File: src/rtl/alu_seq.sv
// rtl/alu_seq.sv - clocked WIDTH-bit ALU with registered results and bit-serial variable shifts
module alu_seq #(
    parameter int WIDTH = 8
) (
    input  logic             clk,
    input  logic             rst_n,
    input  logic             start,
    input  logic [WIDTH-1:0] a,
    input  logic [WIDTH-1:0] b,
    input  logic [2:0]       sel,
    output logic             busy,
    output logic             done,
    output logic [WIDTH-1:0] f,
    output logic             ovf,
    output logic             take_branch
);
    localparam int SHW = $clog2(WIDTH);

    typedef enum logic {
        S_IDLE,
        S_SHIFT
    } state_t;

    state_t           state_q;
    logic [WIDTH-1:0] work_q;
    logic [SHW-1:0]   cnt_q;
    logic             arith_q;
    logic [WIDTH-1:0] f_q;
    logic             ovf_q;
    logic             tb_q;
    logic             done_q;
    logic             busy_q;

    logic [WIDTH:0]   sum_d;
    logic [WIDTH-1:0] shift_d;
    logic [SHW-1:0]   amt_d;

    always_comb begin
        sum_d   = {1'b0, a} + {1'b0, b};
        amt_d   = b[SHW-1:0];
        shift_d = arith_q ? {work_q[WIDTH-1], work_q[WIDTH-1:1]}
                          : {work_q[WIDTH-2:0], 1'b0};
    end

    always_ff @(posedge clk or negedge rst_n) begin
        if (!rst_n) begin
            state_q <= S_IDLE;
            work_q  <= '0;
            cnt_q   <= '0;
            arith_q <= 1'b0;
            f_q     <= '0;
            ovf_q   <= 1'b0;
            tb_q    <= 1'b0;
            done_q  <= 1'b0;
            busy_q  <= 1'b0;
        end else begin
            case (state_q)
                S_IDLE: begin
                    done_q <= 1'b0;
                    if (start) begin
                        // Single-cycle ops commit here; only non-zero shifts leave IDLE.
                        done_q <= 1'b1;
                        ovf_q  <= 1'b0;
                        tb_q   <= 1'b0;
                        case (sel)
                            3'd0: begin
                                f_q   <= sum_d[WIDTH-1:0];
                                ovf_q <= sum_d[WIDTH];
                            end
                            3'd1: f_q <= ~b;
                            3'd2: f_q <= a & b;
                            3'd3: f_q <= a | b;
                            3'd4, 3'd5: begin
                                if (amt_d == '0) begin
                                    f_q <= a;
                                end else begin
                                    work_q  <= a;
                                    cnt_q   <= amt_d;
                                    arith_q <= (sel == 3'd4);
                                    state_q <= S_SHIFT;
                                    busy_q  <= 1'b1;
                                    done_q  <= 1'b0;
                                end
                            end
                            3'd6: begin
                                f_q  <= '0;
                                tb_q <= (a == b);
                            end
                            default: begin
                                f_q  <= '0;
                                tb_q <= (a != b);
                            end
                        endcase
                    end
                end
                S_SHIFT: begin
                    work_q <= shift_d;
                    cnt_q  <= cnt_q - 1'b1;
                    if (cnt_q == SHW'(1)) begin
                        f_q     <= shift_d;
                        ovf_q   <= 1'b0;
                        tb_q    <= 1'b0;
                        done_q  <= 1'b1;
                        busy_q  <= 1'b0;
                        state_q <= S_IDLE;
                    end
                end
                default: begin
                    state_q <= S_IDLE;
                    busy_q  <= 1'b0;
                    done_q  <= 1'b0;
                end
            endcase
        end
    end

    assign busy        = busy_q;
    assign done        = done_q;
    assign f           = f_q;
    assign ovf         = ovf_q;
    assign take_branch = tb_q;
endmodule

File: config.mk
export PLATFORM = sky130hd
export DESIGN_NAME = alu_seq
export DESIGN_NICKNAME = d
export VERILOG_FILES = /design/src/rtl/alu_seq.sv
export SDC_FILE = /design/constraint.sdc
export NUM_CORES = 1
export LEC_CHECK = 0
export BUFFER_PORTS_ARGS = -buffer_cell sky130_fd_sc_hd__buf_4
export CAP_MARGIN = 0
export CORE_MARGIN = 1
export CORE_UTILIZATION = 38
export DETAILED_ROUTE_END_ITERATION = 16
export GPL_ROUTABILITY_DRIVEN = 0
export PLACE_DENSITY = 0.54
export SYNTH_ARGS = -nofsm -noshare
export SYNTH_HDL_FRONTEND = slang
export SYNTH_SLANG_ARGS = --single-unit
export TNS_END_PERCENT = 30
File: constraint.sdc
create_clock -name clk -period 2.01 [get_ports clk]
set_input_delay 0.201 -clock clk [delete_from_list [all_inputs] [get_ports clk]]
set_output_delay 0.201 -clock clk [all_outputs]
set_load 0.02 [all_outputs]
# Yosys cells after proc, flatten, opt, wreduce, memory -nomap -nowiden
# Cells that the tools add are included.
[totals]
wordCells = 74
register_bits = 25
output_inout_bits = 12
input_bits = 22
[classes]
n_eq_ne = 14
muxes = 35
reduce_logical = 9
n_bitwise = 5
n_addsub = 2
[ops]
columns = ["operator", "n"]
rows = [
  ["$mux 8", 7],
  ["$pmux 8 s5", 1],
  ["$pmux 8 s2", 2],
  ["$mux 1", 15],
  ["$pmux 1 s2", 6],
  ["$add 8x8->9", 1],
  ["$eq 3x3->1 const B", 3],
  ["$mux 3", 3],
  ["$and 8x8->8", 1],
  ["$eq 8x8->1", 1],
  ["$ne 8x8->1", 1],
  ["$not 8->8", 1],
  ["$or 8x8->8", 1],
  ["$reduce_and 4->1", 2],
  ["$eq 3x1->1 const B", 2],
  ["$eq 3x2->1 const B", 2],
  ["$logic_not 3->1", 2],
  ["$pmux 3 s2", 1],
  ["$reduce_and 3->1", 2],
  ["$reduce_or 6->1", 1],
  ["$ne 2x1->1 const B", 2],
  ["$ne 2x2->1 const B", 2],
  ["$ne 3x3->1 const B", 1],
  ["$sub 3x1->3 const B", 1],
  ["3 further kinds", 4],
]

# Longest topological paths before layout
[depth]
depth_word = 5
ltp_mapped = 7
mapped_depth_nobuf = 7

# Least setup slack after synthesis
# No wires, ideal clock.
[synth_path]
kind = "in2reg"
startpoint = "input a[1]"
endpoint = "register f_q[6], in the netlist f[6]"
n_path_buf = 0
setup_slack_ns = 0.447
path_stages = 7
required_ns = 1.883
t_arrival_ns = 1.436
setup_ns = 0.127
path_cell_list = "inv_1 ha_1 a21oi_1 o211ai_1 and3_1 o31ai_1 a21oi_1"
[synth_via]
elab_chain_len = 4
[synth_lines]
columns = ["item", "line", "rtl"]
rows = [
  ["start: declaration", "8", "input logic [WIDTH-1:0] a,"],
  ["$add 8x8->9", "39", "sum_d = {1'b0, a} + {1'b0, b};"],
  ["$pmux 8 s5", "65", "case (sel)"],
  ["$mux 8", "60", "if (start) begin"],
  ["$pmux 8 s2", "57", "case (state_q)"],
  ["end signal: assignment", "67", "f_q <= sum_d[WIDTH-1:0];"],
  ["end signal: assignment", "70", "3'd1: f_q <= ~b;"],
  ["end signal: assignment", "71", "3'd2: f_q <= a & b;"],
  ["end: declaration", "28", "logic [WIDTH-1:0] f_q;"],
]
# No other way between the ends. The select of a mux whose other input is x is not followed.
# A chain may end at the register's enable or synchronous reset.

# Worst setup path in the final report
[layout_path]
startpoint = "register cnt_q[0]"
endpoint = "register f_q[5], in the netlist f[5]"
[layout_via]
elab_chain_len = 3
[layout_lines]
columns = ["item", "line", "rtl"]
rows = [
  ["start: declaration", "26", "logic [SHW-1:0] cnt_q;"],
  ["start signal: assignment", "78", "cnt_q <= amt_d;"],
  ["start signal: assignment", "98", "cnt_q <= cnt_q - 1'b1;"],
  ["$eq 3x1->1", "99", "if (cnt_q == SHW'(1)) begin"],
  ["$ne 2x1->1 (no line)", "--", ""],
  ["$reduce_and 3->1 (no line)", "--", ""],
  ["end signal: assignment", "71", ""],
  ["end signal: assignment", "72", "3'd3: f_q <= a | b;"],
  ["end signal: assignment", "100", "f_q <= shift_d;"],
]
# No other way between the ends.

==> results_dict.tcl <==
set metrics [dict create \
    synthTopCellsByCount "34 x nand2_1, 25 x dfrtp_1, 21 x inv_1, 19 x ha_1, 17 x o21ai_0" \
    hold_depth 3 \
    status "finished, final reports clean" \
    drc 0 \
    tns_ns 0 \
    p_leak_uw 0.00116 \
    critPathMaxFanout 9 \
    fin_crit_sh_pct 84.9 \
    diodes 0 \
    whs_ns 0.224 \
    antenna_found_initial 0 \
    ir_worst_vdd_mv 0.542 \
    avgRoutedWirePerCell_microns 15.7 \
    io_pins 34 \
    finalNetCount 331 \
    yosysTopAreaCell "dfrtp_1" \
    h-tree-depth 1 \
    dp_hpwl_microns 4400 \
    reg2reg_depth 5 \
    worstPathArrival_ns 1.86 \
    cts_resized 0 \
    worst_path_max_delay_cell "dfrtp_1" \
    grtUsageTotal_pct 20.2 \
    busiest_layer "met2" \
    synthArstFlopShare_pct 100 \
    clkLatencyLatePin_ns 0.27 \
    final_max_slew_viol_count 0 \
    first_pass_iters 4 \
    clkSinkCount 25 \
    start_util_pct 40.6 \
    synth_cell_types 52 \
    synth_ff_type "dfrtp_1" \
    hp-start "a[3]" \
    syn_area_sq_um 2140 \
    drive_above_1_share_pct 19.4 \
    grt_pass1_vias 1844 \
    period_needed_ns 1.71 \
    cts_hold_buf 1 \
    rsz0062_at_grt "false" \
    setup_viol 0 \
    fp.dieH_microns 77.0 \
    cap_viol_max_count 0 \
    grt_util_met3_pct 0.714 \
    wirelength_microns 5620 \
    cp.buffers_inverters 0 \
    max_slew_margin_pct 70.3 \
    fp.dieArea_sq_um 5930 \
    final_area_sq_um 2490 \
    nFillCells 546 \
    use_met2_pct 33.0 \
    die_x_microns 77.0 \
    ys_seq_area_share_pct 29.2 \
    end_kind "register" \
    cts_post_setup_buffers_inserted 0 \
    synthTopCellsByArea "dfrtp_1 29%, ha_1 11%, nand2_1 6.0%" \
    via_per_inst 5.51 \
    core_sq_um 5270 \
    path_cells "ha_1 > nand3b_1 > mux2_2 > a32oi_1 > o21ai_1" \
    grt_max_degree 26 \
    dp_slack_ns 0.179 \
    hold_class "input port to register" \
    crit_required_ns 2.16 \
    antenna_left 0 \
    root_buffer "clkbuf_8" \
    synthToLayoutAreaGrowth_pct 16.6 \
    synth_area_per_cell_sq_um 8.33 \
    placed_area_sq_um 2440 \
    reg2reg_from "cnt_q[0]" \
    whs_endpoint "work_q[3]" \
    crit_path_max_incr_delay_ns 0.42 \
    grt_first_pass_wirelength_microns 9430 \
    final.setup_skew_ns 0.00689 \
    start_kind "register" \
    p_per_area_nw_per_um2 1090 \
    drt_iter0_drc 89 \
    rows 26 \
    vias 1979 \
    synth_seq_cells 25 \
    fmaxAchievable_mhz 586 \
    utilization_pct 47.3 \
    cts_tree "done" \
    syn-num-nets 298 \
    globalRouteMet1Util_pct 28.7 \
    hold_viol 0 \
    clockBufferDepth 2 \
    timing.rr.end "f[5]" \
    cts_buffers 3 \
    path_delay_family "flip-flops" \
    portBuffers 33 \
    r2r_slack_ns 0.30 \
    synth_top_area_share_pct 29.2 \
    path_clk_slew_ns 0.09 \
    worst_pin_slew_ns 0.444 \
    gr-total-overflow 0 \
    crit_type "register to register" \
    ys_warn_count 0 \
    synth_edf_count 0 \
    post-synth-top-count-cell "nand2_1" \
    synthCells 257 \
    setup_ws_ns 0.303 \
]
## state kept, by name, summed over array words and instances, names as in the netlist
register     cells
take_branch      1
cnt_q            3
busy             1
f                8
ovf              1
state_q          1
arith_q          1
work_q           8
done             1
## cell type report
| type | instances | area [sq um] | area share (%) |
|---|---|---|---|
| well taps | 70 | 87.6 | 3.51 |
| multi-input cells | 197 | 1350 | 54.0 |
| inverters | 23 | 86.3 | 3.46 |
| repair buffers | 40 | 303 | 12.1 |
| clock buffers | 4 | 45.0 | 1.81 |
| flip-flops and latches | 25 | 626 | 25.1 |
## worst max-delay path by stage
stage | slack (ns) | start | endpoint | depth (start not counted)
floorplan | 0.45 | a[1] | f[6] | 7
global placement | 0.19 | b[1] | f[6] | 8
detailed placement | 0.18 | b[1] | f[6] | 8
CTS | 0.30 | cnt_q[0] | f[5] | 5
global route | 0.15 | cnt_q[1] | f[5] | 6
finish | 0.30 | cnt_q[0] | f[5] | 5
## layout by cell type (no fill, tap or decap), types with 3 or more instances in the layout
| cell type | instances |
|---|---|
| a211oi_1 | 8 |
| a21boi_0 | 3 |
| a21oi_1 | 16 |
| a2bb2oi_1 | 3 |
| a31oi_1 | 6 |
| buf_4 | 39 |
| clkbuf_8 | 3 |
| dfrtp_1 | 25 |
| ha_1 | 19 |
| inv_1 | 21 |
| mux2i_1 | 9 |
| nand2_1 | 34 |
| nand2b_1 | 4 |
| nand3_1 | 6 |
| nor2_1 | 13 |
| nor2b_1 | 3 |
| nor3b_1 | 4 |
| nor4_1 | 3 |
| o211ai_1 | 3 |
| o21ai_0 | 17 |
| o22ai_1 | 4 |
| o31ai_1 | 5 |
| xnor2_1 | 3 |
| xor2_1 | 3 |
## worst reg2reg max path, stage by stage, from the launching register on
cell and delay [ns]:
dfrtp_1 0.42, ha_1 0.21, nand3b_1 0.33, mux2_2 0.39, a32oi_1 0.14, o21ai_1 0.09
## per-layer routing
layer | vias to the layer above | wire length (microns) | part of all wire, %
met3 | 4 | 207 | 3.7
met4 | 0 | 67 | 1.2
met2 | 47 | 2600 | 46
met1 | 942 | 2750 | 49
li1 | 986 | - | -
met5 | - | 0 | 0
## cells by family after synthesis
group                    count (synthesis)  synth area share, %
AND/OR/NAND/NOR                         78                 17.8
XOR/XNOR                                 6                 2.46
adder cells (fa/ha/maj)                 19                 11.1
buffers and inverters                   35                 7.78
multiplexers                            11                 5.26
AO/OA/AOI/OAI                           83                 26.3
flip-flops                              25                 29.2
## where the power goes
part           internal (uW)  switching, uW
Sequential               749            180
Combinational            647            836
Clock                    142            157
## stage by stage
| stage | total power [uW] | std cells |
|---|---|---|
| 2_1_floorplan | 1910 | 257 |
| 3_3_place_gp | 2420 | 354 |
| 3_5_place_dp | 2420 | 354 |
| 4_1_cts | 2720 | 359 |
| 5_1_grt | 2940 | 359 |
| 6_report | 2710 | 359 |
Power figures use the tool's default switching activity.
